File: src/rtl/boreal_sha_arbiter.sv
// boreal_sha_arbiter: lock-based arbiter sharing one SHA-256 engine between
// NREQ requesters. Requester 0 (boot ROM) may be given absolute priority;
// otherwise grants rotate round-robin. The engine is drained before each
// handover, and owners that stall for TIMEOUT cycles lose their grant.
module boreal_sha_arbiter #(
    parameter int unsigned NREQ    = 3,
    parameter int unsigned IDX_W   = 2,
    parameter int unsigned TIMEOUT = 4096,
    parameter int unsigned TMO_W   = 16
) (
    input  logic                 clk,
    input  logic                 rst_n,
    input  logic [NREQ-1:0]      req,
    input  logic [NREQ-1:0]      rel,
    input  logic [NREQ-1:0]      req_start,
    input  logic [NREQ-1:0]      req_update,
    input  logic [NREQ*32-1:0]   req_data,
    input  logic                 boot_priority,
    input  logic                 clr_err,
    output logic [NREQ-1:0]      gnt,
    output logic [NREQ-1:0]      rsp_ready,
    output logic [31:0]          rsp_hash,
    output logic                 sha_start,
    output logic                 sha_update,
    output logic [31:0]          sha_data,
    input  logic [31:0]          sha_hash,
    input  logic                 sha_ready,
    output logic [IDX_W-1:0]     owner_id,
    output logic                 busy,
    output logic                 timeout_err,
    output logic [IDX_W-1:0]     timeout_id
);

    typedef enum logic [1:0] {
        IDLE,
        GRANT,
        DRAIN
    } state_t;

    state_t             state, state_nxt;
    logic [NREQ-1:0]    gnt_nxt;
    logic [IDX_W-1:0]   owner_nxt;
    logic [IDX_W-1:0]   last, last_nxt;
    logic [IDX_W-1:0]   tid_nxt;
    logic [TMO_W-1:0]   tmo, tmo_nxt;
    logic               err_nxt;

    logic [IDX_W-1:0]   win;
    logic               win_found;
    int unsigned        cand;

    logic               own_req, own_rel, own_start, own_update, own_act;
    logic [31:0]        own_data;

    // Select the current owner's request/release/traffic signals.
    always_comb begin
        own_req    = 1'b0;
        own_rel    = 1'b0;
        own_start  = 1'b0;
        own_update = 1'b0;
        own_data   = '0;
        for (int unsigned i = 0; i < NREQ; i++) begin
            if (owner_id == IDX_W'(i)) begin
                own_req    = req[i];
                own_rel    = rel[i];
                own_start  = req_start[i];
                own_update = req_update[i];
                own_data   = req_data[32*i +: 32];
            end
        end
        own_act = own_start | own_update;
    end

    // Pick the arbitration winner: boot priority, else round-robin after last.
    always_comb begin
        win       = '0;
        win_found = 1'b0;
        cand      = 0;
        for (int unsigned k = 1; k <= NREQ; k++) begin
            cand = 32'(last) + k;
            if (cand >= NREQ) begin
                cand = cand - NREQ;
            end
            if (!win_found && req[cand]) begin
                win_found = 1'b1;
                win       = IDX_W'(cand);
            end
        end
        if (boot_priority && req[0]) begin
            win = '0;
        end
    end

    // Engine-side and response muxing: only the owner in GRANT gets through.
    always_comb begin
        sha_start  = 1'b0;
        sha_update = 1'b0;
        sha_data   = '0;
        rsp_ready  = '0;
        rsp_hash   = '0;
        if (state == GRANT) begin
            sha_start  = own_start;
            sha_update = own_update;
            sha_data   = own_data;
            rsp_ready  = gnt & {NREQ{sha_ready}};
            rsp_hash   = sha_hash;
        end
    end

    assign busy = (state != IDLE);

    // Next-state logic for arbitration, ownership, timeout and error flag.
    always_comb begin
        state_nxt = state;
        gnt_nxt   = gnt;
        owner_nxt = owner_id;
        last_nxt  = last;
        tmo_nxt   = tmo;
        tid_nxt   = timeout_id;
        err_nxt   = clr_err ? 1'b0 : timeout_err;
        case (state)
            IDLE: begin
                if (req != '0) begin
                    state_nxt = GRANT;
                    gnt_nxt   = '0;
                    gnt_nxt[win] = 1'b1;
                    owner_nxt = win;
                    last_nxt  = win;
                    tmo_nxt   = '0;
                end
            end
            GRANT: begin
                tmo_nxt = own_act ? '0 : tmo + 1'b1;
                // Normal release takes precedence over a coincident timeout.
                if (own_rel || !own_req) begin
                    state_nxt = DRAIN;
                    gnt_nxt   = '0;
                end else if (!own_act && tmo == TMO_W'(TIMEOUT - 1)) begin
                    state_nxt = DRAIN;
                    gnt_nxt   = '0;
                    err_nxt   = 1'b1;
                    tid_nxt   = owner_id;
                end
            end
            DRAIN: begin
                gnt_nxt = '0;
                if (sha_ready) begin
                    state_nxt = IDLE;
                end
            end
            default: begin
                state_nxt = IDLE;
                gnt_nxt   = '0;
            end
        endcase
    end

    // State and output registers with asynchronous active-low reset.
    always_ff @(posedge clk or negedge rst_n) begin
        if (!rst_n) begin
            state       <= IDLE;
            gnt         <= '0;
            owner_id    <= '0;
            last        <= IDX_W'(NREQ - 1);
            tmo         <= '0;
            timeout_err <= 1'b0;
            timeout_id  <= '0;
        end else begin
            state       <= state_nxt;
            gnt         <= gnt_nxt;
            owner_id    <= owner_nxt;
            last        <= last_nxt;
            tmo         <= tmo_nxt;
            timeout_err <= err_nxt;
            timeout_id  <= tid_nxt;
        end
    end

endmodule
File: config.mk
export PLATFORM = sky130hd
export DESIGN_NAME = boreal_sha_arbiter
export DESIGN_NICKNAME = d
export VERILOG_FILES = /design/src/rtl/boreal_sha_arbiter.sv
export SDC_FILE = /design/constraint.sdc
export NUM_CORES = 1
export LEC_CHECK = 0
export BUFFER_PORTS_ARGS = -buffer_cell sky130_fd_sc_hd__clkbuf_2
export CAP_MARGIN = 25
export CORE_ASPECT_RATIO = 0.7
export CORE_MARGIN = 4
export CORE_UTILIZATION = 43
export DETAILED_ROUTE_END_ITERATION = 8
export GPL_ROUTABILITY_DRIVEN = 0
export PLACE_DENSITY = 0.95
export SETUP_SLACK_MARGIN = 0.3
export SLEW_MARGIN = 40
export SYNTH_ARGS = -nofsm -noshare
export SYNTH_HDL_FRONTEND = slang
export SYNTH_SLANG_ARGS = --single-unit
File: constraint.sdc
create_clock -name clk -period 6.8 [get_ports clk]
set_clock_uncertainty 0.1 [all_clocks]
set_input_delay 1.36 -clock clk [delete_from_list [all_inputs] [get_ports clk]]
set_output_delay 1.36 -clock clk [all_outputs]
set_load 0.01 [all_outputs]
==> key figures <==
Run status
  • Outcome: complete, no violations

Logic synthesis
  • Syn_nets: 509
  • Syn avg cell area: 7.483 um2
  • Ys async rst share: 100.0%
  • Ys Warns: 0
  • Mapped Cells: 360
  • Post-synthesis sequential area ratio: 25.13%
  • Synth cell types: 50
  • Primary FF master, synth: dfrtp_1
  • Yosys top cell area share: 24.15%
  • Top cells by area, synth: dfrtp_1, mux2i_1, nor2_1, and2_1, a21oi_1
  • Yosys top cell by area: dfrtp_1
  • Post-synth EDFFs: 0
  • Mapped cell area: 2694 um2
  • Number of synthesized register bits: 27

Worst setup path
  • Critical Path Source: owner_id[1]
  • Worst path top cell family by delay: simple AND/OR/NAND/NOR gates
  • Critical path fanouts, max: 41
  • CP startpoint kind: register
  • FF-to-FF setup slack: 4010 ps
  • WS Path Type: register to primary output
  • CP max stage delay: 680 ps
  • Worst path required time: 5340 ps
  • Cell Chain, Critical Path: buf_4, nor2b_4, o2bb2ai_1, and2_1, clkbuf_2
  • Worst path bufs/invs: 2
  • Critical Path End Type: primary output
  • CP arrival: 2400 ps
  • Crit path max-delay cell type: nor2b_4
  • R2R Path Start: owner_id[1]

Clocking
  • Clock tree buffer depth: 2
  • CTS Sinks: 27
  • PostCTS Resize Cnt: 0
  • Cts bufs inserted: 3
  • CTS HTree Levels: 1
  • CTS tree: yes
  • Clock Pin Slew Worst Setup and Hold Paths: 90 ps
  • Root Driver: clkbuf_8
  • Hold buffers post-CTS: 0
  • Postcts setup bufs: 0
  • Clock latency on the worst-skew pair: 280 ps

Finish
  • Commonest cells after routing, fill and taps aside: clkbuf_2, nor2_1, a21oi_1
  • Post-Layout Cell Count: 639
  • Layout fillers: 509
  • ANT cells: 0
  • Register Area: 678.2 um2
  • Commonest non-fill, non-tap cell in the layout: clkbuf_2
  • Layout Nets: 714
  • Final Core Density: 65.39%
  • Share of layout cells above drive strength 1: 44.33%
  • Syn-to-layout area delta: 43.20%
  • Footprint of the multi-input gates: 1868 um2

Timing
  • Period utilization: 56.71%
  • Slew HR: 50.27%
  • Slew Limit Fails: 0
  • Final setup fails: 0
  • Min Tclk post-route: 3856 ps
  • RSZ-0062 raised after global routing: no
  • Worst setup margin: 2944 ps
  • Slew @ Worst Pin: 744.4 ps
  • Sum Neg Setup Slack: 0 ps
  • Final hold viol count: 0
  • Fmax: 0.2593 GHz

GRT
  • Initial antenna violation count: 0
  • Largest net degree at the start of global routing: 45
  • Global-route wire length before repair: 15180 um
  • Gr ovfl total: 0
  • Tot GR Track Use: 25.20%
  • Vias in the first global route: 3164

Hold path
  • Worst Hold Class: register to register
  • Hold_sp: timeout_err

Detailed routing
  • Final WL: 10470 um
  • Drt wl/cell: 16.39 um
  • Drt via density: 5.501
  • Initial DRC count: 193
  • DRT Pass-1 Iters: 5
  • Antenna-violating nets left: 0
  • DR DRC count: 0
  • Vias: 3515

Die
  • Site row count: 23
  • Die Area: 7615 um2
  • Boundary Pins: 223
  • Die Height: 74.22 um
  • Initial Utilization: 45.66%
  • Core footprint: 5899 um2
  • Die width: 102.6 um

Pwr
  • Sequential fraction of design power: 19.1%
  • Total power: 1.042 mW
  • Maximum vdd ir drop: 0.0001536 V
  • Cell leakage power: 2.126 nW
  • Sw Ratio: 50.14%
  • Net load switching power: 0.5225 mW
  • PwrDens: 270.1 nW/um2
  • Combinational Power Share: 71.9%
  • Clock Power Share: 9.0%
  • Pint: 0.5196 mW

Flow run
  • Max-cap viol count: 0

Place
  • Input/output buffers: 222
  • Placed insts: 635
  • DP Wirelength: 8640 um
  • Place WS: 2985 ps
-- cell families after synthesis --
logic type	count (synthesis)	share of synthesized area, %
and+or+nand+nor	171	32.79
buffers and inverters	35	5.899
AOI/OAI and AO/OA	84	19.79
adders and majority gates	4	1.858
DFF	27	25.13
muxes	38	14.21
xor gates and xnor gates	1	0.3252
-- metrics by stage --
step           instance area (um2)  hold slack (ps)
2_1_floorplan                 2694            372.7
3_3_place_gp                  3804            376.6
3_5_place_dp                  3811            377.0
4_1_cts                       3857            409.0
5_1_grt                       3857            431.9
6_report                      3857            405.7
-- cell usage after synthesis, types with 3 or more instances --
cell type  count
nand4_1        3
clkbuf_1      13
and2_1        35
nor4_1         6
nor3_1         3
and3_1         5
nand3_1        9
a21oi_1       41
ha_1           4
dfrtp_1       26
nand2b_1       4
nor2b_1        4
o21ai_0       16
or3_1          5
nand2_1       11
mux2i_1       36
a21o_1        12
buf_2          7
or2_2          3
inv_1         10
nor2_1        72
-- path summary, 6_finish.rpt --
check	end	cells past startpoint
max	sha_start	5
min reg2reg	timeout_err	1
min	timeout_err	1
max in group asynchronous	owner_id[1]	1
min in group asynchronous	tmo[2]	1
max reg2reg	tmo[8]	6
-- worst reg2reg max path: stages (launching register included) --
cell and delay (ps):
dfrtp_2 400, buf_4 310, nor2b_4 680, o2bb2ai_1 350
or3_1 490, o21ai_0 170, a21o_1 210
-- flip-flops by register name, indices dropped and copies added, names as in the netlist --
name / cells
gnt: 3
last: 1
owner_id: 2
state: 2
timeout_err: 1
timeout_id: 2
tmo: 16
-- power groups by stage --
stage | Combinational, mW | Clock, mW | Sequential, mW
finish | 0.749 | 0.0941 | 0.199
global route | 0.827 | 0.103 | 0.201
CTS | 0.750 | 0.0960 | 0.198
detailed placement | 0.745 | 0 | 0.201
global placement | 0.723 | 0 | 0.199
floorplan | 0.486 | 0 | 0.204
-- layout make-up --
type	count	area share [%]
flip-flops and latches	27	17.58
repair buffers	225	29.39
clock buffers	3	1.070
well taps	75	2.433
inverters	10	0.9731
multi-input cells	298	48.43
clock inverters	1	0.1297
-- layer usage --
| layer | GRT usage, % | part of all wire, % | vias to the layer above | routed length [um] |
|---|---|---|---|---|
| li1 | - | - | 1667 | - |
| met1 | 30.18 | 37 | 1633 | 3836 |
| met2 | 45.92 | 51 | 189 | 5364 |
| met3 | 5.342 | 9.7 | 26 | 1013 |
| met4 | 6.841 | 2.5 | 0 | 260 |
| met5 | 0 | 0 | - | 0 |
(Power assumes the default switching activity.)
